`src/rtl/kth_largest_pkg.sv`:
```
// Shared types and helpers for the K-largest rank tracker.
// Default-width layouts live here; the top re-derives widths from its own parameters.
package kth_largest_pkg;

    localparam int DEF_DATA_WIDTH = 32;
    localparam int DEF_K          = 4;
    localparam int MAX_K          = 16;
    localparam int IDX_W          = $clog2(MAX_K + 1);
    localparam int DEF_COUNT_W    = $clog2(DEF_K + 1);
    localparam int DEF_SEL_W      = $clog2(DEF_K);

    typedef struct packed {
        logic [DEF_DATA_WIDTH-1:0] value;
        logic                      occupied;
    } slot_t;

    // Lowest set bit of the comparator row; MAX_K means the sample beats no slot.
    function automatic logic [IDX_W-1:0] first_beaten(input logic [MAX_K-1:0] beats);
        first_beaten = IDX_W'(MAX_K);
        for (int i = MAX_K - 1; i >= 0; i--) begin
            if (beats[i]) first_beaten = IDX_W'(i);
        end
    endfunction

endpackage

```
`src/rtl/kth_slot_cell.sv`:
```
// One slot of the sorted list: hold, take din, take the upstream neighbour, or flush.
module kth_slot_cell #(
    parameter int DATA_WIDTH = 32
) (
    input  logic                  clk,
    input  logic                  rst,
    input  logic                  clr,
    input  logic                  load,
    input  logic                  shift,
    input  logic [DATA_WIDTH-1:0] din,
    input  logic [DATA_WIDTH-1:0] up_value,
    input  logic                  up_occupied,
    output logic [DATA_WIDTH-1:0] value,
    output logic                  occupied
);

    always_ff @(posedge clk or posedge rst) begin
        if (rst) begin
            value    <= '0;
            occupied <= 1'b0;
        end else if (clr) begin
            value    <= '0;
            occupied <= 1'b0;
        end else if (load) begin
            value    <= din;
            occupied <= 1'b1;
        end else if (shift) begin
            value    <= up_value;
            occupied <= up_occupied;
        end
    end

endmodule

```
`src/rtl/kth_largest_tracker.sv`:
```
// Streaming tracker of the K largest samples with a combinational rank read port.
// Optional macro KTH_UNIQUE_EN: samples equal to a stored value are dropped.
module kth_largest_tracker
    import kth_largest_pkg::*;
#(
    parameter int DATA_WIDTH = DEF_DATA_WIDTH,
    parameter int K          = DEF_K
) (
    input  logic                    clk,
    input  logic                    rst,
    input  logic [DATA_WIDTH-1:0]   din,
    input  logic                    din_valid,
    input  logic                    clear,
    input  logic [$clog2(K)-1:0]    rank_sel,
    output logic [DATA_WIDTH-1:0]   dout,
    output logic                    dout_valid,
    output logic [$clog2(K+1)-1:0]  count,
    output logic                    full
);

    localparam int CNT_W = $clog2(K + 1);
    localparam logic [IDX_W-1:0] IDX_K = IDX_W'(K);

    logic [DATA_WIDTH-1:0] value    [K];
    logic [DATA_WIDTH-1:0] up_value [K];
    logic [K-1:0]          occupied;
    logic [K-1:0]          up_occ;
    logic [K-1:0]          beats;
    logic [MAX_K-1:0]      beats_pad;
    logic [IDX_W-1:0]      ins_idx;
    logic                  dup;
    logic                  accept;

    // An empty slot loses to anything, so the sample lands in the first free slot at worst.
    for (genvar j = 0; j < K; j++) begin : g_cmp
        assign beats[j] = !occupied[j] || (value[j] < din);
    end

`ifdef KTH_UNIQUE_EN
    logic [K-1:0] equal;
    for (genvar j = 0; j < K; j++) begin : g_eq
        assign equal[j] = occupied[j] && (value[j] == din);
    end
    assign dup = |equal;
`else
    assign dup = 1'b0;
`endif

    always_comb begin
        beats_pad        = '0;
        beats_pad[K-1:0] = beats;
    end

    assign ins_idx = first_beaten(beats_pad);
    assign accept  = din_valid && !clear && !dup && (ins_idx < IDX_K);

    for (genvar j = 0; j < K; j++) begin : g_slot
        if (j == 0) begin : g_head
            assign up_value[j] = '0;
            assign up_occ[j]   = 1'b0;
        end else begin : g_body
            assign up_value[j] = value[j-1];
            assign up_occ[j]   = occupied[j-1];
        end

        kth_slot_cell #(.DATA_WIDTH(DATA_WIDTH)) u_cell (
            .clk         (clk),
            .rst         (rst),
            .clr         (clear),
            .load        (accept && (ins_idx == IDX_W'(j))),
            .shift       (accept && (ins_idx <  IDX_W'(j))),
            .din         (din),
            .up_value    (up_value[j]),
            .up_occupied (up_occ[j]),
            .value       (value[j]),
            .occupied    (occupied[j])
        );
    end

    // Any accepted sample below capacity occupies exactly one more slot.
    always_ff @(posedge clk or posedge rst) begin
        if (rst) begin
            count <= '0;
        end else if (clear) begin
            count <= '0;
        end else if (accept && (count < CNT_W'(K))) begin
            count <= count + CNT_W'(1);
        end
    end

    assign full = (count == CNT_W'(K));

    always_comb begin
        dout       = '0;
        dout_valid = 1'b0;
        if (int'(rank_sel) < K) begin
            dout       = value[rank_sel];
            dout_valid = occupied[rank_sel];
        end
    end

endmodule

```
`config.mk`:
```
export PLATFORM = sky130hd
export DESIGN_NAME = kth_largest_tracker
export DESIGN_NICKNAME = d
export VERILOG_FILES = /design/src/rtl/kth_largest_pkg.sv /design/src/rtl/kth_slot_cell.sv /design/src/rtl/kth_largest_tracker.sv
export SDC_FILE = /design/constraint.sdc
export NUM_CORES = 1
export LEC_CHECK = 0
export BUFFER_PORTS_ARGS = -buffer_cell sky130_fd_sc_hd__buf_2
export CORE_MARGIN = 2
export CORE_UTILIZATION = 30
export DETAILED_ROUTE_END_ITERATION = 8
export GPL_TIMING_DRIVEN = 0
export SYNTH_ARGS = -nofsm -noshare
export SYNTH_HDL_FRONTEND = slang
export SYNTH_HIERARCHICAL = 1
export SYNTH_SLANG_ARGS = --single-unit
```
`constraint.sdc`:
```
create_clock -name clk -period 4 [get_ports clk]
set_input_delay 0.8 -clock clk [delete_from_list [all_inputs] [get_ports clk]]
set_output_delay 0.8 -clock clk [all_outputs]
set_load 0.05 [all_outputs]
```
* Yosys cells after proc, flatten, opt, wreduce, memory -nomap -nowiden
Index checks and enable logic that the tools add are counted.
** Word-level totals
- Bits in registers :: 135
- Logic and storage cells :: 88
- Bits of input ports :: 38
- Output and inout bits :: 37
** Cells by class
- $lt $le $gt $ge :: 12
- Bitwise logic cells :: 1
- Muxes and demuxes :: 35
- Reductions and logical operators :: 26
- Add/sub/neg operators :: 1
- Eq/ne operators :: 4
** Operators by type and width (count)
- $mux 32 :: 14
- $lt 32x32->1 :: 4
- $bmux 32 s2 :: 1
- $mux 5 :: 4
- $mux 1 :: 13
- $reduce_bool 3->1 :: 4
- $logic_and 1x1->1 :: 11
- $eq 5x2->1 const B :: 2
- $lt 5x1->1 const B :: 2
- $lt 5x2->1 const B :: 2
- $mux 3 :: 2
- $eq 5x1->1 const B :: 1
- $logic_not 1->1 :: 5
- $logic_not 5->1 :: 1
- $lt 5x3->1 const B :: 1
- $logic_or 1x1->1 :: 4
- $add 3x1->3 const B :: 1
- $eq 3x3->1 const B :: 1
- $ge 3x3->1 const B :: 1
- $lt 2x3->1 const B :: 1
- $lt 3x3->1 const B :: 1
- $not 2->3 :: 1
- $bmux 1 s2 :: 1
- $reduce_bool 2->1 :: 1

* Depth between registers and ports, before layout
Gate-level depths: netlist of run 1.
- Depth after elaboration :: 12
- Mapped depth :: 13

* Hierarchy
Netlist of run 1, hierarchy kept.
** By module, submodules not included
- kth_slot_cell :: sequential area each 825.8 um^2, cells each 147, area an instance 1717.9 um^2, times used 4
- kth_largest_tracker :: sequential area each 75.1 um^2, cells each 434, area an instance 3828.7 um^2, times used 1

* Worst setup path after synthesis of run 1
Ideal clock, no wire load.
- Path kind :: input -> register
- Start point :: input port din[7]
- End point :: register g_slot[3].u_cell.value[0]
- Setup slack :: 0.982 ns
- Stages on the path :: 12
- Path buffers :: 1
- Required time :: 3.858 ns
- Arrival time :: 2.876 ns
- Path through :: inv_1 > ha_1 > a21oi_1 > o21ai_1 > a221oi_1 > o211ai_1 > a21oi_2 > nor3_1 > and3_1 > inv_1 > buf_1 > a211oi_1
** On the way
- Word-level cells in the longest chain between the ends :: 11
- Elaborated cells on any way between the ends :: 21
- Those cells by class :: 6 x order compare; 1 x eq/ne; 6 x mux; 8 x reduce/logical
** Ends and longest elaborated chain
- from (decl) :: RTL line kth_largest_tracker.sv:11 : input logic [DATA_WIDTH-1:0] din,
- $lt 32x32->1 :: RTL line kth_largest_tracker.sv:36 : assign beats[j] = !occupied[j] || (value[j] < din);
- $logic_or 1x1->1 :: RTL line kth_largest_tracker.sv:36
- $mux 5 (3 in a row) :: RTL line kth_largest_pkg.sv:21 : if (beats[i]) first_beaten = IDX_W'(i);
- $mux 5 (*) :: RTL line kth_largest_pkg.sv:21
- $lt 5x3->1 :: RTL line kth_largest_tracker.sv:55 : assign accept = din_valid && !clear && !dup && (ins_idx < IDX_K);
- $logic_and 1x1->1 :: RTL line kth_largest_tracker.sv:55
- $logic_and 1x1->1 :: RTL line kth_largest_tracker.sv:70 : .load (accept && (ins_idx == IDX_W'(j))),
- $mux 32 :: RTL line kth_slot_cell.sv:24 : end else if (load) begin
- $mux 32 :: RTL line kth_slot_cell.sv:21 : end else if (clr) begin
- to (signal assigned) :: RTL line kth_slot_cell.sv:25 : value <= din;
- to (signal assigned) :: RTL line kth_slot_cell.sv:28 : value <= up_value;
- to (decl) :: RTL line kth_slot_cell.sv:13 : output logic [DATA_WIDTH-1:0] value,
Every way passes the cells marked *; elsewhere a longest branch is shown, timed or not.
A chain may end at the register's enable or synchronous reset.

* Worst setup path in the final report of run 1
- Start point :: input port din[15]
- End point :: register g_slot[3].u_cell.value[13]
Same word-level chain as after synthesis.

==> impl_metrics.ini, run 1 <==
[outcome]
outcome = finished, final reports clean

[synthesis]
synth_area_leaders = dfrtp_1, ha_1, mux2i_1, a211oi_1, nor2b_1
synthFlopType = dfrtp_1
synth_cell_types = 44
syn_area_sq_mm = 0.01070
synth-edff-count = 0
async_flop_share = 1.000
ys_seq_elements = 135
syn_area_per_cell_sq_um = 10.47
synth_top_area_frac = 0.3157
ys_warn_count = 6
yosys.area.top_type = dfrtp_1
synth_seq_area_share = 0.3157
syn-instance-count = 1022

[worst_setup_path]
slowest_stage = nor3_2
path_depth = 13
critical_path_buf_inv_count = 4
path_common_cell = inv_1
slowest_delay_ns = 0.41
required_ns = 4.34
end_kind = register
critical-path-top-delay-family = simple AND/OR/NAND/NOR gates
crit_arrival_ns = 4.17
worst_r2r_path_depth = 11
critical_path_class = in2reg
start_kind = input port
crit_chain = buf_2, inv_1, ha_1, nand4_1, nor3_2, o311ai_2, o211ai_1, a21oi_2, nor3_1, and3_1, inv_1, buf_1, a211oi_1
critPathMaxFanout = 10
timing.rr.start = g_slot[0].u_cell/value[15]
startpoint = din[15]

[clock_tree]
root_buffer = clkbuf_16
clock_sinks = 135
cts_buffers = 17
clock_path_buffers = 2
clk_pin_slew_ns = 0.07
ctsHoldBuffers = 0
cts_htree_levels = 4
cts_tree = done
clk_latency_ns = 0.44

[timing]
maxSlewViolCount = 0
fmax_mhz = 260.9
tns_ns = 0
max_slew.worst_pin.slew_ns = 0.8696
slew_headroom = 0.4203
setup_viol = 0
hold_viol_final = 0
skew_ns = 0.01523
period_share = 0.9582
period_minus_slack_ns = 3.833
worst_slack_ns = 0.1673
rsz0062_at_grt = no

[grt]
top_usage_layer = met2
met3_usage = 0.03328
grt-ovfl-total = 0
grt_pass1_wl_um = 55340
met1_usage = 0.2777
grt_pass1_vias = 8936
use_met2 = 0.3136
antenna_found_initial = 1
grt_max_degree = 34
gr-usage-all-layers = 0.2006

[place]
port_buffers = 72
place.gp.congestion = 0.8726
pre_cts_ws_ns = -0.3228
place_hpwl_um = 25810

[pwr]
power_mw = 3.774
ir_drop_uv = 327.3
leakagePower_nw = 5.651
p_per_area_mw_per_mm2 = 304.1

[drt]
first_pass_iters = 5
vias = 8739
routed_via_density = 5.381
remaining_drc_errors = 0
drtAntennaViolNets = 0
first_iter_violations = 706
wl_per_cell_um = 22.26
drt_wl_total_um = 36140

[final_layout]
antenna_cells = 0
fin_util = 0.3515
drive_gt1_frac = 0.1522
nets = 1314
area_delta_synth_final_pct = 16.00

[die]
die_y_um = 192.9
row_count = 69
dieArea_sq_mm = 0.03720
core_sq_mm = 0.03531
fp.dieW_um = 192.9
ioPinCount = 75
initial_core_util = 0.3030

[hold_path]
min_path_type = in2async

[flow_run]
drv_cap = 0
==> layer usage <==
metal / vias up / routed length, um
li1: 4055 / -
met1: 4332 / 16690
met2: 281 / 16450
met3: 69 / 1946
met4: 2 / 1050
met5: - / 12
==> worst reg2reg max path: cells and delay by family (launching register included) <==
| kind | cells | cell delay, ns |
|---|---|---|
| and+or+nand+nor | 4 | 1.22 |
| AOI/OAI and AO/OA | 4 | 1.00 |
| DFF | 1 | 0.43 |
| adders and majority gates | 1 | 0.34 |
| buffers and inverters | 2 | 0.57 |
==> cell usage in the layout, fill, tap and decap left out, types with 14 or more instances in the layout <==
master / instances
inv_1: 46
buf_12: 16
clkbuf_1: 30
buf_2: 75
conb_1: 34
nor2_1: 24
a21oi_1: 51
nand2_1: 47
mux2i_1: 133
mux4_2: 33
buf_1: 14
ha_1: 126
nor2b_1: 131
dfrtp_1: 135
nand3_1: 15
a211oi_1: 131
clkbuf_16: 17
==> synth_stat cells (2+ instances only) <==
| cell | instances |
|---|---|
| nand3_1 | 15 |
| or3_1 | 3 |
| nand2_1 | 47 |
| inv_1 | 50 |
| a211oi_1 | 131 |
| dfrtp_1 | 135 |
| o22ai_1 | 5 |
| nor3_2 | 2 |
| clkbuf_1 | 29 |
| buf_6 | 4 |
| ha_1 | 126 |
| nor2b_1 | 131 |
| buf_1 | 16 |
| a21oi_1 | 51 |
| o21ai_0 | 10 |
| nor2_1 | 24 |
| mux2i_1 | 133 |
| o21a_1 | 2 |
| o21ai_1 | 8 |
| nand2b_1 | 5 |
| buf_2 | 3 |
| a221oi_1 | 10 |
| and3_1 | 2 |
| mux4_2 | 33 |
| buf_12 | 12 |
| and4_1 | 4 |
| nand4_1 | 6 |
| o211ai_1 | 5 |
| nor3_1 | 3 |
| a21oi_2 | 2 |
| and2_2 | 2 |
==> power breakdown <==
part / switching, mW / leakage (nW) / internal (mW)
logic: 0.452 / 3.55 / 0.271
clock network: 0.689 / 0.262 / 0.877
registers: 0.0693 / 1.84 / 1.42
==> cell type report <==
type / count / area (sq um)
clock inverters: 13 / 125.1
plain buffers: 64 / 471.7
repair buffers: 76 / 440.4
clock buffers: 19 / 442.9
inverters: 50 / 187.7
multi-input cells: 806 / 6789
fillers: 3542 / 22900
flip-flops and latches: 135 / 3378
well taps: 461 / 576.8
==> final timing paths <==
kind	to	slack [ns]
worst max-delay path	g_slot[3].u_cell/value[13]	0.17
worst min-delay path	count[0]	0.30
worst max register to register	g_slot[3].u_cell/value[13]	0.35
worst min register to register	count[1]	0.60
max in group asynchronous	g_slot[1].u_cell/value[24]	3.10
min in group clk	count[1]	0.60
==> kinds of logic after synthesis <==
group,Yosys count,share of synthesized area
fa+ha+maj,126,0.1473
other cells,1,0.0003505
flops,135,0.3157
compound gates,232,0.1520
buf+inv,114,0.06139
mux,167,0.1953
simple gates,247,0.1279
==> repair_timing <==
item                       4_1_cts  5_1_grt
gates resized for setup          0        3
setup buffers                    0        0
setup endpoints to repair        0       34
==> registers in the layout, summed over array words and instances, names as in the netlist <==
register and cells:
g_slot.u_cell/value 128, g_slot.u_cell/occupied 4, count 3
==> stage by stage <==
| stage | cell area (sq um) | std cells | hold WS [ns] |
|---|---|---|---|
| floorplan | 10820 | 1055 | 0.5536 |
| global placement | 11760 | 1588 | 0.5825 |
| detailed placement | 11840 | 1592 | 0.5931 |
| CTS | 12410 | 1624 | 0.3011 |
| global route | 12410 | 1624 | 0.3088 |
| finish | 12410 | 1624 | 0.2965 |
Power figures use the tool's default switching activity.
==> inputs of run 2 (changes only) <==
==> constraint.sdc (replaced) <==
create_clock -name clk -period 4.81 [get_ports clk]
set_input_delay 0.962 -clock clk [delete_from_list [all_inputs] [get_ports clk]]
set_output_delay 0.962 -clock clk [all_outputs]
set_load 0.05 [all_outputs]
==> run 2 against run 1 <==
  * Routed wire length hardly changed
  * Register-to-register slack better by 0.57 ns
  * Sequential power is 17% lower
  * Hold slack better by 0.16 ns
  * Non-clock buffer count stayed put
  * First-iteration DRC count is 1.8% lower
  * Worst setup slack better by 0.38 ns
  * Critical path type unchanged
  * Largest power group unchanged
==> impl_metrics.ini, run 2 (synthesis gave the netlist of run 1 again) <==
[outcome]
outcome = finished, final reports clean

[die]
die_y_um = 192.9
initial_core_util = 0.3030
ioPinCount = 75
core_sq_mm = 0.03531
fp.dieW_um = 192.9
dieArea_sq_mm = 0.03720
row_count = 69

[timing]
slew_headroom = 0.4006
tns_ns = 0
period_minus_slack_ns = 4.265
fmax_mhz = 234.5
skew_ns = 0.01427
period_share = 0.8867
max_slew.worst_pin.slew_ns = 0.8878
holdWs_ns = 0.4610
maxSlewViolCount = 0
setup_viol = 0
hold_viol_final = 0
rsz0062_at_grt = no

[final_layout]
antenna_cells = 0
finish.instance_area_sq_mm = 0.01241
final_common_cell = dfrtp_1
final_cell_mix = dfrtp_1, mux2i_1, a211oi_1, nor2b_1, ha_1
nFillCells = 3542
nets = 1314
drive_gt1_frac = 0.1505
largest_reg_flops = 128
regMostFlops = g_slot.u_cell/value
area_delta_synth_final_pct = 15.97
top_regs = g_slot.u_cell/value (128), g_slot.u_cell/occupied (4), count (3)

[grt]
antenna_found_initial = 1
gr-usage-all-layers = 0.2006
grt_pass1_wl_um = 55340
grt_max_degree = 34
grt_pass1_vias = 8936
grt-ovfl-total = 0

[clock_tree]
post_cts_resized = 0
postCtsSetupBuffers = 0
cts_htree_levels = 4
clock_path_buffers = 2
clock_sinks = 135
root_buffer = clkbuf_16
ctsHoldBuffers = 0
clk_latency_ns = 0.44
clk_pin_slew_ns = 0.06
cts_tree = done
cts_buffers = 17

[worst_setup_path]
critPathMaxFanout = 10
r2r_setup_slack_ns = 0.92
required_ns = 5.13
critical_path_class = in2reg
start_kind = input port
crit_arrival_ns = 4.59
end_kind = register

[flow_run]
drv_cap = 0

[drt]
drtAntennaViolNets = 0
drt_wl_total_um = 36130
first_iter_violations = 693
wl_per_cell_um = 22.24
remaining_drc_errors = 0
vias = 8765
routed_via_density = 5.397
first_pass_iters = 5

[pwr]
p_per_area_mw_per_mm2 = 252.6
leakagePower_nw = 5.641
ir_drop_uv = 270.0

[place]
place_area_sq_mm = 0.01184
place_hpwl_um = 25810
port_buffers = 72
place.gp.congestion = 0.8726

[hold_path]
min_path_type = in2async
run 2: changes by cell type in the layout (fill, tap and decap cells not counted), sizes merged:
cell    delta
buf        +2
clkbuf     -2
run 2: final cells by class:
cell class,instances,area [sq um],area share
timing repair buffer,76,440.4,0.03549
inverter,50,187.7,0.01512
clock buffer,19,442.9,0.03569
sequential,135,3378,0.2722
buffer,64,469.2,0.03781
multi-input combinational,806,6789,0.5471
tap,461,576.8,0.04648
clock inverter,13,125.1,0.01008
run 2: report_power, final:
| part | internal (mW) | leakage [nW] | switching [mW] |
|---|---|---|---|
| sequential | 1.18 | 1.84 | 0.0575 |
| clock | 0.729 | 0.262 | 0.570 |
| combinational | 0.225 | 3.54 | 0.376 |
run 2: final timing paths:
check,startpoint,depth (start not counted),endpoint
max,din[1],13,g_slot[1].u_cell/value[24]
min,rst,2,count[0]
max reg2reg,g_slot[1].u_cell/value[1],11,g_slot[1].u_cell/value[24]
min reg2reg,count[1],2,count[1]
max in group asynchronous,rst,3,g_slot[1].u_cell/value[24]
min in group clk,count[1],2,count[1]
run 2: critical path, stage by stage:
cell and delay, ns:
buf_2 0.14, inv_1 0.11, ha_1 0.31, o21ai_1 0.11
a21oi_1 0.08, o311ai_0 0.75, o211ai_1 0.35, a21oi_4 0.31
nand2_1 0.07, nor2_1 0.36, inv_1 0.23, buf_1 0.44
a211oi_1 0.35
run 2: per-stage QoR:
stage | setup WS [ns] | cells | total power [mW] | util
6_report | 0.5450 | 1624 | 3.135 | 0.3514
4_1_cts | 0.7629 | 1624 | 3.141 | 0.3514
3_5_place_dp | 0.3252 | 1592 | 1.849 | 0.3354
3_3_place_gp | 0.3187 | 1588 | 1.830 | 0.3331
2_1_floorplan | 1.610 | 1055 | 1.648 | -
5_1_grt | 0.5195 | 1624 | 3.259 | 0.3514
run 2: per-layer routing:
layer | up-vias | global-route usage | share of wire
li1 | 4059 | - | -
met1 | 4362 | 0.2777 | 0.46
met2 | 277 | 0.3136 | 0.46
met3 | 65 | 0.03328 | 0.050
met4 | 2 | 0.07311 | 0.028
met5 | - | 0 | 0.00033
==> inputs of run 3 (changes only) <==
--- a/config.mk
+++ b/config.mk
@@ -10,6 +10,7 @@
 export CORE_UTILIZATION = 30
 export DETAILED_ROUTE_END_ITERATION = 8
 export GPL_TIMING_DRIVEN = 0
+export REMOVE_ABC_BUFFERS = 1
 export SYNTH_ARGS = -nofsm -noshare
 export SYNTH_HDL_FRONTEND = slang
 export SYNTH_HIERARCHICAL = 1
==> run 3 against run 2 <==
  * Hold slack gained 0.018 ns
  * Combinational power shrank 5.5%
  * Via count down 4.2%
  * Global-route usage fell by 1.4 points
  * Die area did not move
==> impl_metrics.ini, run 3 (synthesis gave the netlist of run 1 again) <==
[grt]
use_met2 = 0.3122
antenna_found_initial = 4
grt-ovfl-total = 0
top_usage_layer = met2
met1_usage = 0.2464
grt_max_degree = 84
met3_usage = 0.03182
gr-usage-all-layers = 0.1863
grt_pass1_vias = 8767
grt_pass1_wl_um = 52400

[drt]
vias = 8395
remaining_drc_errors = 0
drt_wl_total_um = 33870
wl_per_cell_um = 21.69
first_iter_violations = 599
drtAntennaViolNets = 0
routed_via_density = 5.375
first_pass_iters = 4

[worst_setup_path]
slowest_delay_ns = 0.85
crit_arrival_ns = 4.97
slowest_stage = and3_2
critPathMaxFanout = 33
worst_r2r_path_depth = 10
critical-path-top-delay-family = simple AND/OR/NAND/NOR gates
path_depth = 12
crit_chain = buf_2, inv_1, ha_1, nand4_1, nor3_2, o311ai_0, o211ai_1, a21oi_4, nor3_1, and3_2, inv_2, a211oi_1
critical_path_buf_inv_count = 3
start_kind = input port
end_kind = register
required_ns = 5.14
critical_path_class = in2reg

[pwr]
ir_drop_uv = 260.7
leakagePower_nw = 5.493
p_per_area_mw_per_mm2 = 250.2
power_mw = 3.011

[final_layout]
largest_reg_flops = 128
nFillCells = 3498
fin_util = 0.3408
final_common_cell = dfrtp_1
top_regs = g_slot.u_cell/value (128), g_slot.u_cell/occupied (4), count (3)
regMostFlops = g_slot.u_cell/value
drive_gt1_frac = 0.1500
final_cell_mix = dfrtp_1, mux2i_1, a211oi_1, nor2b_1, ha_1
nets = 1256
area_delta_synth_final_pct = 12.48

[timing]
holdWs_ns = 0.4788
maxSlewViolCount = 0
skew_ns = 0.01132
setup_viol = 0
slew_headroom = 0.1130
worst_slack_ns = 0.1718
max_slew.worst_pin.slew_ns = 1.330
period_minus_slack_ns = 4.638
fmax_mhz = 215.6
hold_viol_final = 0
period_share = 0.9643
rsz0062_at_grt = no

[clock_tree]
cts_htree_levels = 4
root_buffer = clkbuf_16
postCtsSetupBuffers = 0
clock_path_buffers = 2
ctsHoldBuffers = 0
clk_pin_slew_ns = 0.06
post_cts_resized = 0
cts_buffers = 17
clk_latency_ns = 0.43
cts_tree = done
clock_sinks = 135

[die]
die_y_um = 192.9
row_count = 69
ioPinCount = 75
dieArea_sq_mm = 0.03720
core_sq_mm = 0.03531
initial_core_util = 0.3030
fp.dieW_um = 192.9

[place]
port_buffers = 74
place.gp.congestion = 0.8373
place_hpwl_um = 21810
pre_cts_ws_ns = -0.1619

[flow_run]
drv_cap = 0

[outcome]
outcome = finished, final reports clean

[hold_path]
min_path_type = in2async
run 3: final timing paths:
kind | start | endpoint | slack (ns)
hold reg to reg | count[1] | count[1] | 0.61
setup reg to reg | g_slot[1].u_cell/value[14] | g_slot[3].u_cell/value[31] | 0.54
hold / removal | rst | g_slot[0].u_cell/value[19] | 0.48
min in group clk | count[1] | count[1] | 0.61
setup / recovery | din[15] | g_slot[3].u_cell/value[31] | 0.17
max in group asynchronous | rst | g_slot[2].u_cell/value[27] | 3.64
run 3: per-stage QoR:
| step | setup TNS (ns) | std cells | area [sq um] |
|---|---|---|---|
| 2_1_floorplan | -5.746 | 991 | 10350 |
| 3_3_place_gp | -252.83 | 1526 | 11300 |
| 3_5_place_dp | -3.310 | 1534 | 11510 |
| 4_1_cts | 0 | 1561 | 12030 |
| 5_1_grt | 0 | 1561 | 12030 |
| 6_report | 0 | 1562 | 12040 |
run 3: cell type report:
class / instances / area [sq um] / share of cell area
clock buffer: 24 / 501.7 / 0.04169
clock inverter: 3 / 20.02 / 0.001663
timing repair buffer: 82 / 554.3 / 0.04605
inverter: 50 / 187.7 / 0.01559
multi-input combinational: 806 / 6814 / 0.5662
sequential: 135 / 3378 / 0.2807
tap: 461 / 576.8 / 0.04793
antenna: 1 / 2.502 / 0.0002079
run 3: report_power, final:
part | internal, mW | switching (mW) | total (mW) | leakage, nW
clock network | 0.712 | 0.497 | 1.21 | 0.252
logic | 0.207 | 0.360 | 0.568 | 3.40
registers | 1.18 | 0.0550 | 1.23 | 1.84
total | 2.10 | 0.913 | 3.01 | 5.49
run 3: per-layer routing:
| metal | up-vias | routed length [um] |
|---|---|---|
| li1 | 3912 | - |
| met1 | 4240 | 15460 |
| met2 | 192 | 16370 |
| met3 | 45 | 1386 |
| met4 | 6 | 617 |
| met5 | - | 37 |
